<file path="src/rtl/piano_play_ctrl.sv">
// Auto-play step sequencer and live/auto note arbiter; all outputs registered, 1-cycle latency, no backpressure.
// Define AUTO_LOOP_EN to wrap the song at its last step instead of returning to IDLE.
module piano_play_ctrl #(
  parameter int unsigned SONG_LEN      = 33,
  parameter int unsigned HOLDOFF_BEATS = 4,
  parameter logic [3:0]  NOTE_NONE     = 4'd0
) (
  input  logic       CLK,
  input  logic       RESET,
  input  logic       BEAT_TICK,
  input  logic       PLAY,
  input  logic       STOP,
  input  logic [3:0] manual_note,
  input  logic [3:0] auto_note,
  output logic [5:0] song_step,
  output logic [3:0] note_out,
  output logic       src_auto,
  output logic [1:0] play_state,
  output logic       song_done
);

  typedef enum logic [1:0] {
    S_IDLE     = 2'd0,
    S_PLAY     = 2'd1,
    S_OVERRIDE = 2'd2,
    S_HOLDOFF  = 2'd3
  } state_t;

  localparam logic [5:0] LAST_STEP = 6'(SONG_LEN - 1);
  localparam logic [3:0] HOLD_LOAD = 4'(HOLDOFF_BEATS);

  state_t     state_q, state_d;
  logic [5:0] step_d;
  logic [3:0] hold_q, hold_d;
  logic [3:0] note_d;
  logic       src_d;
  logic       done_d;
  logic       key_held;

  assign key_held   = (manual_note != NOTE_NONE);
  assign play_state = state_q;

  always_comb begin
    state_d = state_q;
    step_d  = song_step;
    hold_d  = hold_q;
    note_d  = NOTE_NONE;
    src_d   = 1'b0;
    done_d  = 1'b0;

    if (STOP) begin
      state_d = S_IDLE;
      step_d  = 6'd0;
      hold_d  = 4'd0;
    end else begin
      case (state_q)
        S_IDLE: begin
          // Live keys pass through while idle; PLAY may start the song in the same cycle.
          note_d = manual_note;
          step_d = 6'd0;
          if (PLAY) state_d = S_PLAY;
        end

        S_PLAY: begin
          if (key_held) begin
            state_d = S_OVERRIDE;
            note_d  = manual_note;
          end else begin
            note_d = auto_note;
            src_d  = 1'b1;
            if (BEAT_TICK) begin
              if (song_step < LAST_STEP) begin
                step_d = song_step + 6'd1;
              end else begin
                step_d = 6'd0;
                done_d = 1'b1;
`ifndef AUTO_LOOP_EN
                state_d = S_IDLE;
`endif
              end
            end
          end
        end

        S_OVERRIDE: begin
          note_d = manual_note;
          if (!key_held) begin
            state_d = S_HOLDOFF;
            hold_d  = HOLD_LOAD;
          end
        end

        S_HOLDOFF: begin
          if (key_held) begin
            state_d = S_OVERRIDE;
            note_d  = manual_note;
          end else if (BEAT_TICK) begin
            // Resume on the tick that empties the counter; that tick does not advance the song.
            if (hold_q <= 4'd1) begin
              hold_d  = 4'd0;
              state_d = S_PLAY;
            end else begin
              hold_d = hold_q - 4'd1;
            end
          end
        end

        default: begin
          state_d = S_IDLE;
          step_d  = 6'd0;
        end
      endcase
    end
  end

  always_ff @(posedge CLK or posedge RESET) begin
    if (RESET) begin
      state_q   <= S_IDLE;
      song_step <= 6'd0;
      hold_q    <= 4'd0;
      note_out  <= NOTE_NONE;
      src_auto  <= 1'b0;
      song_done <= 1'b0;
    end else begin
      state_q   <= state_d;
      song_step <= step_d;
      hold_q    <= hold_d;
      note_out  <= note_d;
      src_auto  <= src_d;
      song_done <= done_d;
    end
  end

endmodule
</file>
<file path="config.mk">
export PLATFORM = sky130hd
export DESIGN_NAME = piano_play_ctrl
export DESIGN_NICKNAME = d
export VERILOG_FILES = /design/src/rtl/piano_play_ctrl.sv
export SDC_FILE = /design/constraint.sdc
export NUM_CORES = 1
export LEC_CHECK = 0
export ABC_AREA = 1
export CAP_MARGIN = 20
export CORE_UTILIZATION = 30
export DETAILED_ROUTE_END_ITERATION = 8
export PLACE_DENSITY = 0.51
export SYNTH_ARGS = -nofsm -noshare
export SYNTH_HDL_FRONTEND = slang
export SYNTH_SLANG_ARGS = --single-unit
</file>
<file path="constraint.sdc">
create_clock -name CLK -period 2.7 [get_ports CLK]
set_clock_uncertainty 0.1 [all_clocks]
set_input_delay 0.54 -clock CLK [delete_from_list [all_inputs] [get_ports CLK]]
set_output_delay 0.54 -clock CLK [all_outputs]
set_load 0.1 [all_outputs]
</file>
======== Yosys cells after proc, flatten, opt, wreduce, memory -nomap -nowiden ========
Cells that the tools add are included.
storage, ports and cells
  input port bits ......................... 13
  output and inout bits ................... 14
  register bits after elaboration ......... 18
  word-level logic and storage cells ...... 64
operators by class
  reductions and logical operators ........ 8
  equal/unequal tests ..................... 13
  add/subtract/negate cells ............... 2
  multiplexer cells ....................... 33
  magnitude comparators ................... 2
operators by type and width
  kind                                                                   count
  4-bit two-way mux                                                      8
  6-bit two-way mux                                                      4
  2-bit two-way mux                                                      9
  3-bit inequality test, second input constant                           6
  4-bit inequality test, second input constant                           4
  4-bit case mux with 3 select lines                                     1
  6-bit case mux with 2 select lines                                     1
  1-bit two-way mux                                                      8
  2-bit case mux with 4 select lines                                     1
  4-bit case mux with 2 select lines                                     1
  6-bit by 1-bit adder with 6-bit output, second input constant          1
  6-bit less-than comparator, second input constant                      1
  6-bit AND reduction                                                    1
  3-bit nonzero test                                                     2
  2-bit == test, second input constant                                   2
  4-bit by 1-bit <= comparator with 1-bit output, second input constant  1
  4-bit AND reduction                                                    1
  4-bit nonzero test                                                     1
  4-bit by 1-bit subtractor with 4-bit output, second input constant     1
  3-bit AND reduction                                                    1
  2-bit by 1-bit == test with 1-bit output, second input constant        1
  2-bit logical NOT                                                      1
  2-bit OR reduction                                                     1

======== Depth between registers and ports, before layout ========
Gate-level depths: netlist of the first run.
  word-level depth ........................ 6
  gate-level depth with buffers ........... 10
  depth with buffers taken out ............ 10

======== Least setup slack after synthesis of the first run ========
Ideal clock, no wire load.
  path kind ............................... register to register
  from .................................... register song_step[1]
  to ...................................... register song_step[4]
  stages on the path, launching flop included .. 6
  period minus slack after synthesis ...... 1886 ps
  required time ........................... 2474 ps
  data arrival time ....................... 1660 ps
  path buffers ............................ 0
  setup time .............................. 126 ps
  slack ................................... 814 ps
  path through ............................ dfrtp_1 > ha_1 > nand2_1 > nor2_1 > xnor2_1 > o21ai_1
on the way
  word-level cells in the longest chain between the ends .. 6
  elaborated cells on any way between the ends .. 7
  classes of those cells .................. add/sub (1); order compare (1); mux (5)
ends and longest elaborated chain
  what                                                                                  line    source
  start: declaration                                                                    15      output logic [5:0] song_step,
  start signal: assignment                                                              126     song_step <= step_d;
  6-bit by 1-bit adder with 6-bit output or 6-bit less-than comparator (tied branches)  73, 72
  6-bit two-way mux *                                                                   72      if (song_step < LAST_STEP) begin
  6-bit two-way mux *                                                                   71      if (BEAT_TICK) begin
  6-bit two-way mux *                                                                   65      if (key_held) begin
  6-bit case mux with 2 select lines *                                                  56      case (state_q)
  6-bit two-way mux *                                                                   51      if (STOP) begin
Every way passes the cells marked *; elsewhere a longest branch is shown, timed or not. The select of a mux whose other input is x is not followed.
A chain may end at the register's enable or synchronous reset.

======== Worst setup path after layout of the first run ========
  from .................................... input port STOP
  to ...................................... register state_q[1] (netlist: play_state[1])
on the way
  word-level cells in the longest chain between the ends .. 2
  elaborated cells on any way between the ends .. 8
  classes of those cells .................. eq/ne (6); mux (1); reduce/logical (1)
ends and longest elaborated chain
  what                                                                      line  source
  start: declaration                                                        12    input logic STOP,
  4-bit inequality test (no line) or 3-bit inequality test (tied branches)  -
  6-bit AND reduction (no line)                                             -
  end signal: assignment                                                    125   state_q <= state_d;
  end: declaration                                                          32    state_t state_q, state_d;
Several ways; a longest one is shown, not always the timed one.

==> summary.md, run 1 <==
| Metric | Value |
|---|---|
| Pleak | 0.0007421 uW |
| Outcome | finished clean |
| Sw Share | 47.59% |
| Clock Path Buffers | 2 |
| Critical Path RT | 2.74 ns |
| Nets | 200 |
| Reg2reg start | hold_q[0]$_DFFE_PP0P_ |
| Crit. End Element | flip-flop |
| Setup bufs post-CTS | 0 |
| Crit path cell chain | clkdlybuf4s50_1 > inv_4 > nand2_2 > nor2_1 > a21oi_1 > nand3_2 > nand2_1 > nand2_1 |
| Antenna violations before repair | 0 |
| Final Routed Wirelength | 2569 microns |
| M3 GR Usage | 1.825% |
| Max transition margin | 52.80% |
| Die area | ~3900 sq um |
| Gr busiest metal | met2 |
| Clk pwr share | 18.5% |
| Setup ws final | 0.7965 ns |
| Util after Layout | 41.19% |
| Max Freq | 525.3 MHz |
| Worst Setup Path Type | input pin to flip-flop |
| Drt drc | 0 |
| Share of layout cells above drive strength 1 | 18.13% |
| Synthesis-to-finish area growth | 28.46% |
| Worst path bufs/invs | 2 |
| Mapped Nets | ~170 |
| Die height | 62.65 microns |
| Aggregate global routing overflow | 0 |
| P_sw | 474.2 uW |
| FP Rows | 21 |
| Hpwl dp | 1987 microns |
| Root Buffer | clkbuf_8 |
| Hold EP | hold_q[1]$_DFFE_PP0P_ |
| DR pass1 iterations | 4 |
| CP startpoint kind | input pin |
| Clock Sinks | 18 |
| Met2 GRT Util | 21.60% |
| Register clock-pin slew on the reported worst setup and hold paths | roughly 0.060 ns |
| Total GRT Usage | 14.80% |
| Final Hold Vio Count | 0 |
| Post-synth EDFFs | 0 |
| Worst r2r path cells | 10 |
| Synthesized instance count | 155 |
| Asr flop ratio synth | 100.0% |
| Setup TNS | 0 ns |
| Main synth FF type | dfrtp_1 |
| Syn Area/Cell | 7.120 sq um |
| # port buffers | 26 |
| CTS hold repair buffers | 0 |
| Worst EP arrival | 1.95 ns |
| Register area share after synthesis | 40.82% |
| DR iter-0 viols | 40 |
| Maximum vdd drop | 542.3 uV |
| Area of the multi-input gates | 554.3 sq um |
| Internal | 522.3 uW |
| Post-DP Area | ~1400 sq um |
| Worst Tran Pin Value | 0.7072 ns |
| Flops & latches, synth | 18 |
| Via count | 1039 |
| Initial Util | between 30 and 40% |
| Met1 Track Usage GR | 21.45% |
| CP max-delay cell | clkdlybuf4s50_1 |
| Design area | 1418 sq um |
| Crit-path max FO | 17 |
| Gp weighted congestion | between 0.7 and 0.8 |
| CTS Buf Count | 3 |
| Max_cap viols | 0 |
| First-pass GRT wire length | 4554 microns |
| Final setup viols | 0 |
| Most frequent cells in the layout | 46 x nand2_1, 19 x inv_1, 18 x nand3_1, 18 x dfrtp_1 |
| Die X | roughly 63 microns |
| Num ports | 27 |
| Pwr/cell area | 702.9 nW/um^2 |
| R2r setup slk | 1.17 ns |
| Crit-path most repeated cell | nand2_1 |
| Avg WL per Cell | 11.27 microns |
| CTS resizes | 0 |
| Filler cells | 376 |
| Critical R2R Capture | play_state[1]$_DFFE_PP0P_ |
| Yosys cell types | 22 |
| Hold/Removal Path Class | flip-flop to flip-flop |
| Worst-skew pair later-pin latency | 0.25 ns |
| Area of the core | 3442 sq um |
| Number of global-route vias before repair | about 1000 |
| Final Max Slew Viols | 0 |
| Min cycle time layout | 1.904 ns |
| H-tree depth | 1 |
| Commonest non-fill, non-tap cell in the layout | nand2_1 |
| Sequential Power Share | between 30% and 40% |
| CP max stage delay | 0.69 ns |
| Combinational share of power | between 40% and 50% |
| Setup Slack @ Placement | 0.5421 ns |
| Largest net degree at the start of global routing | 19 |
| Antenna Violating Nets Remaining | 0 |
| Worst path top cell family by delay | buffers and inverters |
| Synthesized cell area | between 1000 and 1500 sq um |
| Worst hold stages | 2 |
| CTS tree | yes |
| Hold path startpoint | hold_q[1]$_DFFE_PP0P_ |
| Tcrit/Tclk final | a little over two thirds |
| Register Area | between 400 and 500 sq um |
| Ant diodes | 0 |
| RSZ-0062 raised after global routing | no |
| Via-to-Cell Ratio | 4.557 |
| Yosys warns | 0 |
-- power by group through the flow --
stage | clock network, uW | registers (uW) | logic (uW)
after floorplan | 0 | 492 | 217
after global placement | 0 | 352 | 465
after detailed placement | 0 | 351 | 466
after CTS | 191 | 346 | 468
after global routing | 201 | 354 | 512
final | 185 | 346 | 465
-- Yosys cell counts, types with 3 or more instances --
cell type   n  share of area (%)
a21oi_1     5                2.3
nand2_2     5                2.8
inv_1      19                6.5
o21ai_1     4                1.8
dfrtp_1    18                 41
nand3_1    18                8.2
ha_1        3                3.4
nand4_1     3                1.7
nand3_2     3                2.7
nor2_1     14                4.8
nor3_1      3                1.4
nand2_1    46                 16
-- tightest hold or removal path, cell delays in order (launching register included) --
cell and delay [ns]:
dfrtp_1 0.38, nand2_1 0.07, nand2_1 0.06
-- how the worst max path moves through the flow --
stage	start	to	slack (ns)	depth (start not counted)
finish	STOP	play_state[1]$_DFFE_PP0P_	0.80	8
global route	STOP	hold_q[2]$_DFFE_PP0P_	0.68	6
CTS	STOP	play_state[1]$_DFFE_PP0P_	0.80	8
detailed placement	STOP	play_state[1]$_DFFE_PP0P_	0.54	8
global placement	STOP	play_state[0]$_DFFE_PP0P_	0.58	8
floorplan	song_step[1]$_DFFE_PP0P_	song_step[4]$_DFFE_PP0P_	0.81	5
-- kinds of logic after synthesis --
group	count (synthesis)	share of synthesized area (%)
and+or+nand+nor	97	40.93
xor gates and xnor gates	1	0.7938
buffers and inverters	25	8.957
AOI/OAI and AO/OA	11	5.102
DFF	18	40.82
adders and majority gates	3	3.402
-- through the flow --
stage | instances | hold WS [ns] | total power [uW]
floorplan | 155 | 0.3712 | 709.0
finish | 228 | 0.4446 | 996.5
global placement | 225 | 0.4220 | 816.8
CTS | 228 | 0.4381 | 1005
global route | 228 | 0.4847 | 1068
detailed placement | 225 | 0.4186 | 817.0
-- sequential cells by signal, indices dropped and copies added, names as in the netlist --
signal      count
song_done       1
song_step       6
hold_q          4
note_out        4
src_auto        1
play_state      2
-- layer usage --
metal / routed length, microns / part of all wire (%)
met5: 0 / 0
met4: 48 / 1.9
met1: 1308 / 51
met2: 1084 / 42
met3: 127 / 4.9
-- layout make-up --
class                      instances  area share (%)
timing repair buffer              26           15.89
tap                               46           4.060
multi-input combinational        112           39.10
clock buffer                       3           2.913
sequential                        18           31.77
inverter                          23           6.267
Note: power is estimated with default switching activity, not from simulation.
==> inputs of run 2 (changes only) <==
- clock period: 2.7 -> 1.8 ns (I/O delays scaled with it)
==> run 2 against run 1 <==
Net effect: critical path type unchanged; core utilization increased by 6.3 points; via count increased by 3.9%; register-to-register slack worse by 0.87 ns; combinational power is 68% higher; count of clock-buffer cells in the layout rose by 1; sequential power is 59% higher.
==> summary.md, run 2 (synthesis results as in run 1) <==
| Metric | Value |
|---|---|
| Worst Setup Path Type | input pin to flip-flop |
| Worst Tran Pin Value | 0.2446 ns (-0.4627 ns) |
| Hpwl dp | 2165 microns (+9.0%) |
| Outcome | finished clean |
| Share of layout cells above drive strength 1 | 22.58% (+4.4 points) |
| Tcrit/Tclk final | 87.92% |
| Critical R2R Capture | play_state[0]$_DFFE_PP0P_ |
| Drt drc | 0 (unchanged) |
| Most frequent cells in the layout | 46 x nand2_1, 19 x inv_1, 18 x nand3_1 |
| Initial Util | 32.06% (unchanged) |
| Clock Sinks | 18 (unchanged) |
| Pwr/cell area | 1015 nW/um^2 (+44%) |
| First-pass GRT wire length | 4705 microns (+3.3%) |
| Aggregate global routing overflow | 0 (unchanged) |
| Register clock-pin slew on the reported worst setup and hold paths | 0.07 ns (about the same) |
| CTS hold repair buffers | 0 (unchanged) |
| Crit-path max FO | 5 (-12) |
| Antenna Violating Nets Remaining | 0 (unchanged) |
| Number of global-route vias before repair | 1029 (+4.5%) |
| Total GRT Usage | 15.28% (+0.48 points) |
| Crit path from | manual_note[0] |
| Met1 Track Usage GR | 20.48% (-0.98 points) |
| Final Hold Vio Count | 0 (unchanged) |
| CTS resizes | 0 (unchanged) |
| Via-to-Cell Ratio | 4.655 (+2.2%) |
| Ant diodes | 0 (unchanged) |
| Area of the core | 3442 sq um (unchanged) |
| Max Freq | 631.9 MHz |
| Pleak | 0.0007995 uW (+7.7%) |
| Commonest non-fill, non-tap cell in the layout | nand2_1 |
| Synthesis-to-finish area growth | 48.19% |
| Final Routed Wirelength | 2721 microns (+5.9%) |
| H-tree depth | 1 (unchanged) |
| Setup bufs post-CTS | 0 (unchanged) |
| # port buffers | 26 (unchanged) |
| Final setup viols | 0 (unchanged) |
| CP startpoint kind | input pin |
| Via count | 1080 (+3.9%) |
| Crit. End Element | flip-flop |
| Util after Layout | 47.51% (+6.3 points) |
| DR iter-0 viols | 41 (+2.5%) |
| Die height | 62.65 microns (unchanged) |
| Crit-path most repeated cell | nand2_1 |
| Root Buffer | clkbuf_8 |
| Maximum vdd drop | 786.7 uV (+45%) |
| Worst-skew pair later-pin latency | 0.25 ns (about the same) |
| RSZ-0062 raised after global routing | no |
| Clock Path Buffers | 2 (unchanged) |
| Final Max Slew Viols | 0 (unchanged) |
| Max_cap viols | 0 (unchanged) |
| Crit path cell chain | clkdlybuf4s50_1 > nor2_1 > nand2_1 > nand3_1 > nand4_1 > nand2_1 > nand2_1 |
| Met2 GRT Util | 25.00% (+3.4 points) |
| Avg WL per Cell | 11.73 microns (+4.1%) |
| Critical Path RT | 1.85 ns (-0.89 ns) |
| Nets | 203 (+1.5%) |
| CP max-delay cell | clkdlybuf4s50_1 |
| CTS Buf Count | 3 (unchanged) |
| DR pass1 iterations | 4 (unchanged) |
| CP max stage delay | 0.44 ns (-0.25 ns) |
| Worst r2r path cells | 10 (unchanged) |
| Num ports | 27 (unchanged) |
| Antenna violations before repair | 0 (unchanged) |
| Max reg flops | 6 (unchanged) |
| Worst EP arrival | 1.63 ns (-0.32 ns) |
| Die X | 62.65 microns (unchanged) |
| Die area | 3925 sq um (unchanged) |
| Min cycle time layout | 1.583 ns |
| CTS tree | yes |
| Largest Register | song_step |
| Critical path destination | hold_q[2]$_DFFE_PP0P_ |
| FP Rows | 21 (unchanged) |
| Max transition margin | 83.70% (+31 points) |
| Largest net degree at the start of global routing | 19 (unchanged) |
| Hold/Removal Path Class | input pin to async pin |
| M3 GR Usage | 2.190% (+0.36 points) |
| Gp weighted congestion | 0.8004 (+3.4%) |
| Reg2reg start | hold_q[0]$_DFFE_PP0P_ |
| Gr busiest metal | met2 |
| Tot Pwr | 1660 uW (+67%) |
| R2r setup slk | 0.30 ns (-0.87 ns) |
| Largest regs | song_step x6, hold_q x4, note_out x4 |
==> run 2: worst min-delay path by stage <==
stage / endpoint / cells past startpoint
floorplan: hold_q[0]$_DFFE_PP0P_ / 1
global placement: hold_q[1]$_DFFE_PP0P_ / 2
detailed placement: hold_q[1]$_DFFE_PP0P_ / 2
CTS: song_done$_DFF_PP0_ / 3
global route: song_done$_DFF_PP0_ / 3
finish: song_step[0]$_DFFE_PP0P_ / 3
==> run 2: report_power, final <==
part,total (uW),switching [uW],internal (uW),leakage (uW)
registers,550,94.6,456,0.000235
clock network,328,134,194,0.0000288
logic,781,514,267,0.000535
==> run 2: per-layer routing <==
metal	up-vias	share of wire, %
met4	0	0.96
met2	28	43
met5	-	0
met3	4	4.7
li1	556	-
met1	492	51
==> run 2: cell type report <==
type,count,area [sq um]
timing repair buffer,29,422.9
inverter,23,88.84
multi-input combinational,112,554.3
tap,46,57.56
clock buffer,4,55.05
fill,326,1807
sequential,18,456.7
==> run 2: critical path, delay by kind of cell <==
family | cells | cell delay (ns)
AND/OR/NAND/NOR | 6 | 0.84
buffers and inverters | 1 | 0.44
==> run 2: metrics by stage <==
step	hold WS, ns	cells	worst slack (ns)	setup TNS (ns)	area, sq um
2_1_floorplan	0.1982	155	0.1275	0	1110
3_3_place_gp	0.4113	228	-0.02497	-0.1376	1580
3_5_place_dp	0.4222	228	-0.04185	-0.2692	1580
4_1_cts	0.3472	232	0.2223	0	1635
5_1_grt	0.3659	232	0.05916	0	1635
6_report	0.3378	232	0.2174	0	1635
